==> src/rtl/seq_divider.sv <==
// Sequential 8-bit restoring divider: one quotient bit per clock, then a sign-fix cycle.
// Define DIV_SIGNED_EN to compile in two's-complement support; without it, is_signed is ignored.
module seq_divider (
  input  logic       clk,
  input  logic       rst,
  input  logic       start,
  input  logic       is_signed,
  input  logic [7:0] dividend,
  input  logic [7:0] divisor,
  output logic       busy,
  output logic       done,
  output logic [7:0] quotient,
  output logic [7:0] remainder,
  output logic       div_by_zero,
  output logic       arithmetic_overflow
);

  localparam int unsigned W    = 8;
  localparam int unsigned CntW = 3;

  typedef enum logic [1:0] {IDLE, CALC, FIX, DONE} state_e;

  state_e          state_q, state_d;
  logic [CntW-1:0] cnt_q, cnt_d;
  logic [W-1:0]    acc_q, acc_d;
  logic [W-1:0]    dsr_q, dsr_d;
  logic [W:0]      rem_q, rem_d;
  logic            neg_quo_q, neg_quo_d;
  logic            neg_rem_q, neg_rem_d;
  logic            ovf_pend_q, ovf_pend_d;
  logic [W-1:0]    quo_q, quo_d;
  logic [W-1:0]    remo_q, remo_d;
  logic            dbz_q, dbz_d;
  logic            ovf_q, ovf_d;
  logic            busy_q, busy_d;
  logic            done_q, done_d;

  logic            signed_mode_c;
  logic            a_neg_c, b_neg_c;
  logic [W-1:0]    mag_a_c, mag_b_c;
  logic [W:0]      trial_c;
  logic            ge_c;

`ifdef DIV_SIGNED_EN
  assign signed_mode_c = is_signed;
`else
  logic unused_is_signed;
  assign unused_is_signed = is_signed;
  assign signed_mode_c    = 1'b0;
`endif

  assign a_neg_c = signed_mode_c & dividend[W-1];
  assign b_neg_c = signed_mode_c & divisor[W-1];
  assign mag_a_c = a_neg_c ? W'(-dividend) : dividend;
  assign mag_b_c = b_neg_c ? W'(-divisor) : divisor;

  // Restoring step: shift next dividend bit into the partial remainder and trial-subtract.
  assign trial_c = {rem_q[W-1:0], acc_q[W-1]};
  assign ge_c    = trial_c >= {1'b0, dsr_q};

  always_comb begin
    state_d    = state_q;
    cnt_d      = cnt_q;
    acc_d      = acc_q;
    dsr_d      = dsr_q;
    rem_d      = rem_q;
    neg_quo_d  = neg_quo_q;
    neg_rem_d  = neg_rem_q;
    ovf_pend_d = ovf_pend_q;
    quo_d      = quo_q;
    remo_d     = remo_q;
    dbz_d      = dbz_q;
    ovf_d      = ovf_q;

    case (state_q)
      IDLE: begin
        if (start) begin
          if (divisor == '0) begin
            state_d = DONE;
            quo_d   = '1;
            remo_d  = dividend;
            dbz_d   = 1'b1;
            ovf_d   = 1'b0;
          end else begin
            state_d    = CALC;
            cnt_d      = '0;
            acc_d      = mag_a_c;
            dsr_d      = mag_b_c;
            rem_d      = '0;
            neg_quo_d  = a_neg_c ^ b_neg_c;
            neg_rem_d  = a_neg_c;
            ovf_pend_d = signed_mode_c && (dividend == 8'h80) && (divisor == 8'hFF);
          end
        end
      end
      CALC: begin
        rem_d = ge_c ? (trial_c - {1'b0, dsr_q}) : trial_c;
        acc_d = {acc_q[W-2:0], ge_c};
        cnt_d = cnt_q + CntW'(1);
        if (cnt_q == CntW'(W - 1)) state_d = FIX;
      end
      FIX: begin
        quo_d   = neg_quo_q ? W'(-acc_q) : acc_q;
        remo_d  = neg_rem_q ? W'(-rem_q[W-1:0]) : rem_q[W-1:0];
        dbz_d   = 1'b0;
        ovf_d   = ovf_pend_q;
        state_d = DONE;
      end
      DONE: state_d = IDLE;
      default: state_d = IDLE;
    endcase

    busy_d = (state_d != IDLE);
    done_d = (state_d == DONE);
  end

  always_ff @(posedge clk or posedge rst) begin
    if (rst) begin
      state_q    <= IDLE;
      cnt_q      <= '0;
      acc_q      <= '0;
      dsr_q      <= '0;
      rem_q      <= '0;
      neg_quo_q  <= 1'b0;
      neg_rem_q  <= 1'b0;
      ovf_pend_q <= 1'b0;
      quo_q      <= '0;
      remo_q     <= '0;
      dbz_q      <= 1'b0;
      ovf_q      <= 1'b0;
      busy_q     <= 1'b0;
      done_q     <= 1'b0;
    end else begin
      state_q    <= state_d;
      cnt_q      <= cnt_d;
      acc_q      <= acc_d;
      dsr_q      <= dsr_d;
      rem_q      <= rem_d;
      neg_quo_q  <= neg_quo_d;
      neg_rem_q  <= neg_rem_d;
      ovf_pend_q <= ovf_pend_d;
      quo_q      <= quo_d;
      remo_q     <= remo_d;
      dbz_q      <= dbz_d;
      ovf_q      <= ovf_d;
      busy_q     <= busy_d;
      done_q     <= done_d;
    end
  end

  assign busy                = busy_q;
  assign done                = done_q;
  assign quotient            = quo_q;
  assign remainder           = remo_q;
  assign div_by_zero         = dbz_q;
  assign arithmetic_overflow = ovf_q;

endmodule
==> config.mk <==
export PLATFORM = sky130hd
export DESIGN_NAME = seq_divider
export DESIGN_NICKNAME = d
export VERILOG_FILES = /design/src/rtl/seq_divider.sv
export SDC_FILE = /design/constraint.sdc
export NUM_CORES = 1
export LEC_CHECK = 0
export ABC_CLOCK_PERIOD_IN_PS = 5100
export CAP_MARGIN = 20
export CORE_ASPECT_RATIO = 1.25
export CORE_MARGIN = 1.5
export CORE_UTILIZATION = 55
export DETAILED_ROUTE_END_ITERATION = 7
export PLACE_DENSITY = 0.82
export SKIP_CTS_REPAIR_TIMING = 1
export SLEW_MARGIN = 20
export SYNTH_ARGS = -nofsm -noshare
export SYNTH_HDL_FRONTEND = slang
export SYNTH_SLANG_ARGS = --single-unit
==> constraint.sdc <==
create_clock -name clk -period 5.1 [get_ports clk]
set_input_delay 1.53 -clock clk [delete_from_list [all_inputs] [get_ports clk]]
set_output_delay 1.53 -clock clk [all_outputs]
set_load 0.01 [all_outputs]
==> flow_summary.yaml <==
synthesis:
  syn_nets: 277
  synthesis.area_sq_um: 2459
  yosys_cell_types: 47
  flip_flop_and_latch_count_after_synthesis: 48
  synth.cells.most_frequent: "sky130_fd_sc_hd__dfrtp_1 (48), sky130_fd_sc_hd__nand2_1 (32), sky130_fd_sc_hd__o21ai_0 (22), sky130_fd_sc_hd__mux2i_1 (16), sky130_fd_sc_hd__inv_1 (15)"
  synthDominantCellAreaShare_pct: 48.85
  synth-main-ff-cell: "sky130_fd_sc_hd__dfrtp_1"
  syn-mean-instance-area_sq_um: 9.994
  synth_async_sr_flop_share_pct: 100.0
  synth_sequential_area_ratio_pct: 48.85
  postSynthCellCount: 246
  yosys.cell_count.top_type: "sky130_fd_sc_hd__dfrtp_1"
  post-synth-top-area-cell: "sky130_fd_sc_hd__dfrtp_1"
  ys.warnings.count: 0
  ys_top_cells_by_area: "sky130_fd_sc_hd__dfrtp_1 (49%), sky130_fd_sc_hd__mux2i_1 (6.5%), sky130_fd_sc_hd__ha_1 (5.1%)"
  number_of_enable_flip_flop_cells_after_synthesis: 0
timing:
  worst-slew-pin-transition_ns: 1.059
  slew-limit-headroom_pct: 29.37
  fin_tns_setup_ns: 0
  slew_limit_fails: 0
  fin_skew_ns: 0.007817
  setup_viol: 0
  period_needed_ns: 3.365
  fmax_mhz: 297.1
  timing.final.crit_share_pct: 65.99
  timing_hold_violations_final: 0
  rsz_0062_raised_after_global_routing: "false"
cells_and_area:
  net_count_reported_at_finish: 309
  register_area_sq_um: 1201
  antenna_cells: 0
  footprint_of_the_multi_input_gates_sq_um: 1115
  fillCellCount: 325
  area_growth_from_synthesis_to_final_layout_pct: 19.85
  final_layout_size_suffix_gt1_share_pct: 6.093
  finish.cell_count_without_fillers: 337
run:
  max_cap_viol_count: 0
clock_tree:
  clk_root_buffer_cell: "sky130_fd_sc_hd__clkbuf_8"
  clk_pin_slew_ns: 0.09
  insertion_delay_of_the_later_clocked_pin_in_the_worst_skew_pair_ns: 0.30
  cts_tree: "built"
  cts_max_level: 2
  cts.path.max_buffers: 2
  clock-sinks: 48
  cts-buffers-inserted: 5
drt:
  routed_wl_um: 4970
  post-route-drc-count: 0
  detailroute.via_count: 1888
  drt-pass1-iter-count: 4
  detail_route.vias_per_cell: 5.602
  route.antenna.remaining_nets: 0
  detail_route.wl_per_cell_um: 14.75
  first_iter_violations: 116
grt:
  via_count_of_the_first_global_routing_pass: 1773
  grt_antenna_before_repair: 0
  gr-usage-met3_pct: 4.203
  grt.met1_usage_pct: 28.54
  globalRouteMet2Util_pct: 35.59
  pin_count_of_the_biggest_net_entering_global_routing: 49
  track_usage_pct: 21.82
  globalRouteOverflowTotal: 0
  grt_pass1_wl_um: 8342
  grt.busiest_layer: "met2"
hold_path:
  min_delay_worst_type: "reg2reg"
  hold_path_startpoint: "remainder[6]"
setup_path:
  master_of_the_slowest_instance_on_the_critical_path: "sky130_fd_sc_hd__or4_1"
  timing.setup.critical_path_class: "in2reg"
  critPathArrivalTime_ns: 3.58
  crit_buf_inv: 2
  critical_path.max_stage_delay_ns: 0.58
  setup.worst_path.end_class: "register"
  cpLargestDelayFamily: "simple AND/OR/NAND/NOR gates"
  worstSetupStartpointType: "primary input"
  worst-endpoint-required_ns: 5.32
  timing.critical_path.from: "divisor[7]"
  reg2reg_from: "rem_q[5]"
  worstPathMaxFanout: 15
  path_cells: "clkdlybuf4s50_1 > or4_1 > nor2_4 > o31a_1 > buf_4 > nand2_1 > o21ai_1"
run_status:
  run_status: "finished clean"
power_and_ir_drop:
  power-per-cell-area_nw_per_um2: 688.2
  cellLeakagePower_uw: 0.001267
  power.ir.vdd_worst_mv: 0.3604
place:
  portBuffers: 37
  placed_cells_incl_taps: 329
  post-dp-hpwl_um: 3650
  finalWeightedCongestion: 0.8463
die:
  boundaryPins: 40
  die_w_um: 62.80
  placeableCoreArea_sq_um: 4358
  placement_rows: 27
  initial_utilization_pct: 56.42
  die_area_sq_um: 4883
  die_y_um: 77.75
routing by layer:
metal  vias up  part of all wire, %
met1       904                   45
met3         9                  3.9
met2        45                   49
met4         0                  1.7
li1        930                    -
met5         -                    0
path summary, 6_finish.rpt:
kind                       cells after the start  slack (ns)      endpoint
max                                            7        1.73      cnt_q[0]
min                                            2        0.48  remainder[6]
max reg2reg                                    6        2.47      acc_q[0]
min reg2reg                                    2        0.48  remainder[6]
max in group asynchronous                      2        2.94      dsr_q[7]
min in group asynchronous                      2        1.67   quotient[3]
cells by family (layout without fill, tap and decap cells):
| logic type | count (synthesis) | in the layout | share of synthesized area, % |
|---|---|---|---|
| AOI/OAI and AO/OA | 69 | 69 | 17.76 |
| xor gates and xnor gates | 4 | 4 | 1.425 |
| adders and majority gates | 11 | 11 | 5.903 |
| buffers and inverters | 30 | 63 | 5.801 |
| DFF | 48 | 48 | 48.85 |
| muxes | 18 | 18 | 7.430 |
| other | 1 | 1 | 0.1525 |
| and+or+nand+nor | 65 | 65 | 12.67 |
worst register-to-register path: cells and delay by family, from the launching register on:
family                     cells  cell delay, ns
muxes                          1            0.33
AOI/OAI and AO/OA              4            1.40
adders and majority gates      1            0.38
DFF                            1            0.42
registers in the layout, summed over array words and instances, names as in the netlist:
signal       flops
dsr_q            8
quotient         8
busy             1
remainder        8
div_by_zero      1
rem_q            8
state_q          2
done             1
acc_q            8
cnt_q            3
per-stage QoR:
step           utilization, %  total power, uW  setup slack (ns)  cell area [sq um]  hold WS (ns)
2_1_floorplan               -             1450             2.166               2459        0.4545
3_3_place_gp            65.03             1711             1.474               2834        0.4612
3_5_place_dp            65.03             1758             1.441               2834        0.4691
4_1_cts                 67.59             2028             1.760               2945        0.4885
5_1_grt                 67.61             2192             1.658               2947        0.4982
6_report                67.61             2028             1.735               2947        0.4799
cells in the final DEF (no fill, tap or decap), types with 2 or more instances in the layout:
cell / instances
sky130_fd_sc_hd__dfrtp_1: 48
sky130_fd_sc_hd__clkdlybuf4s50_1: 37
sky130_fd_sc_hd__nand2_1: 32
sky130_fd_sc_hd__o21ai_0: 22
sky130_fd_sc_hd__mux2i_1: 16
sky130_fd_sc_hd__inv_1: 14
sky130_fd_sc_hd__nor2_1: 12
sky130_fd_sc_hd__a21oi_1: 11
sky130_fd_sc_hd__o21ai_1: 10
sky130_fd_sc_hd__ha_1: 10
sky130_fd_sc_hd__o22a_1: 7
sky130_fd_sc_hd__nand2b_1: 5
sky130_fd_sc_hd__nor2b_1: 5
sky130_fd_sc_hd__clkbuf_8: 5
sky130_fd_sc_hd__nand3_1: 3
sky130_fd_sc_hd__a32oi_1: 3
sky130_fd_sc_hd__clkinv_2: 2
sky130_fd_sc_hd__o311ai_0: 2
sky130_fd_sc_hd__xnor2_1: 2
sky130_fd_sc_hd__o31ai_1: 2
sky130_fd_sc_hd__xor2_1: 2
sky130_fd_sc_hd__a22o_1: 2
sky130_fd_sc_hd__buf_4: 2
final cells by class:
cell class	instances	share of cell area, %
Tap cell	58	2.463
Clock buffer	5	2.335
Sequential cell	48	40.76
Timing Repair Buffer	39	13.08
Clock inverter	3	1.444
Multi-Input combinational cell	168	37.83
Inverter	16	2.081
power breakdown:
part           leakage (uW)  total [uW]  internal [uW]  switching (uW)
combinational      0.000617        1060            503             560
sequential         0.000595         696            567             129
clock             0.0000541         269            145             124
Power figures use the tool's default switching activity.
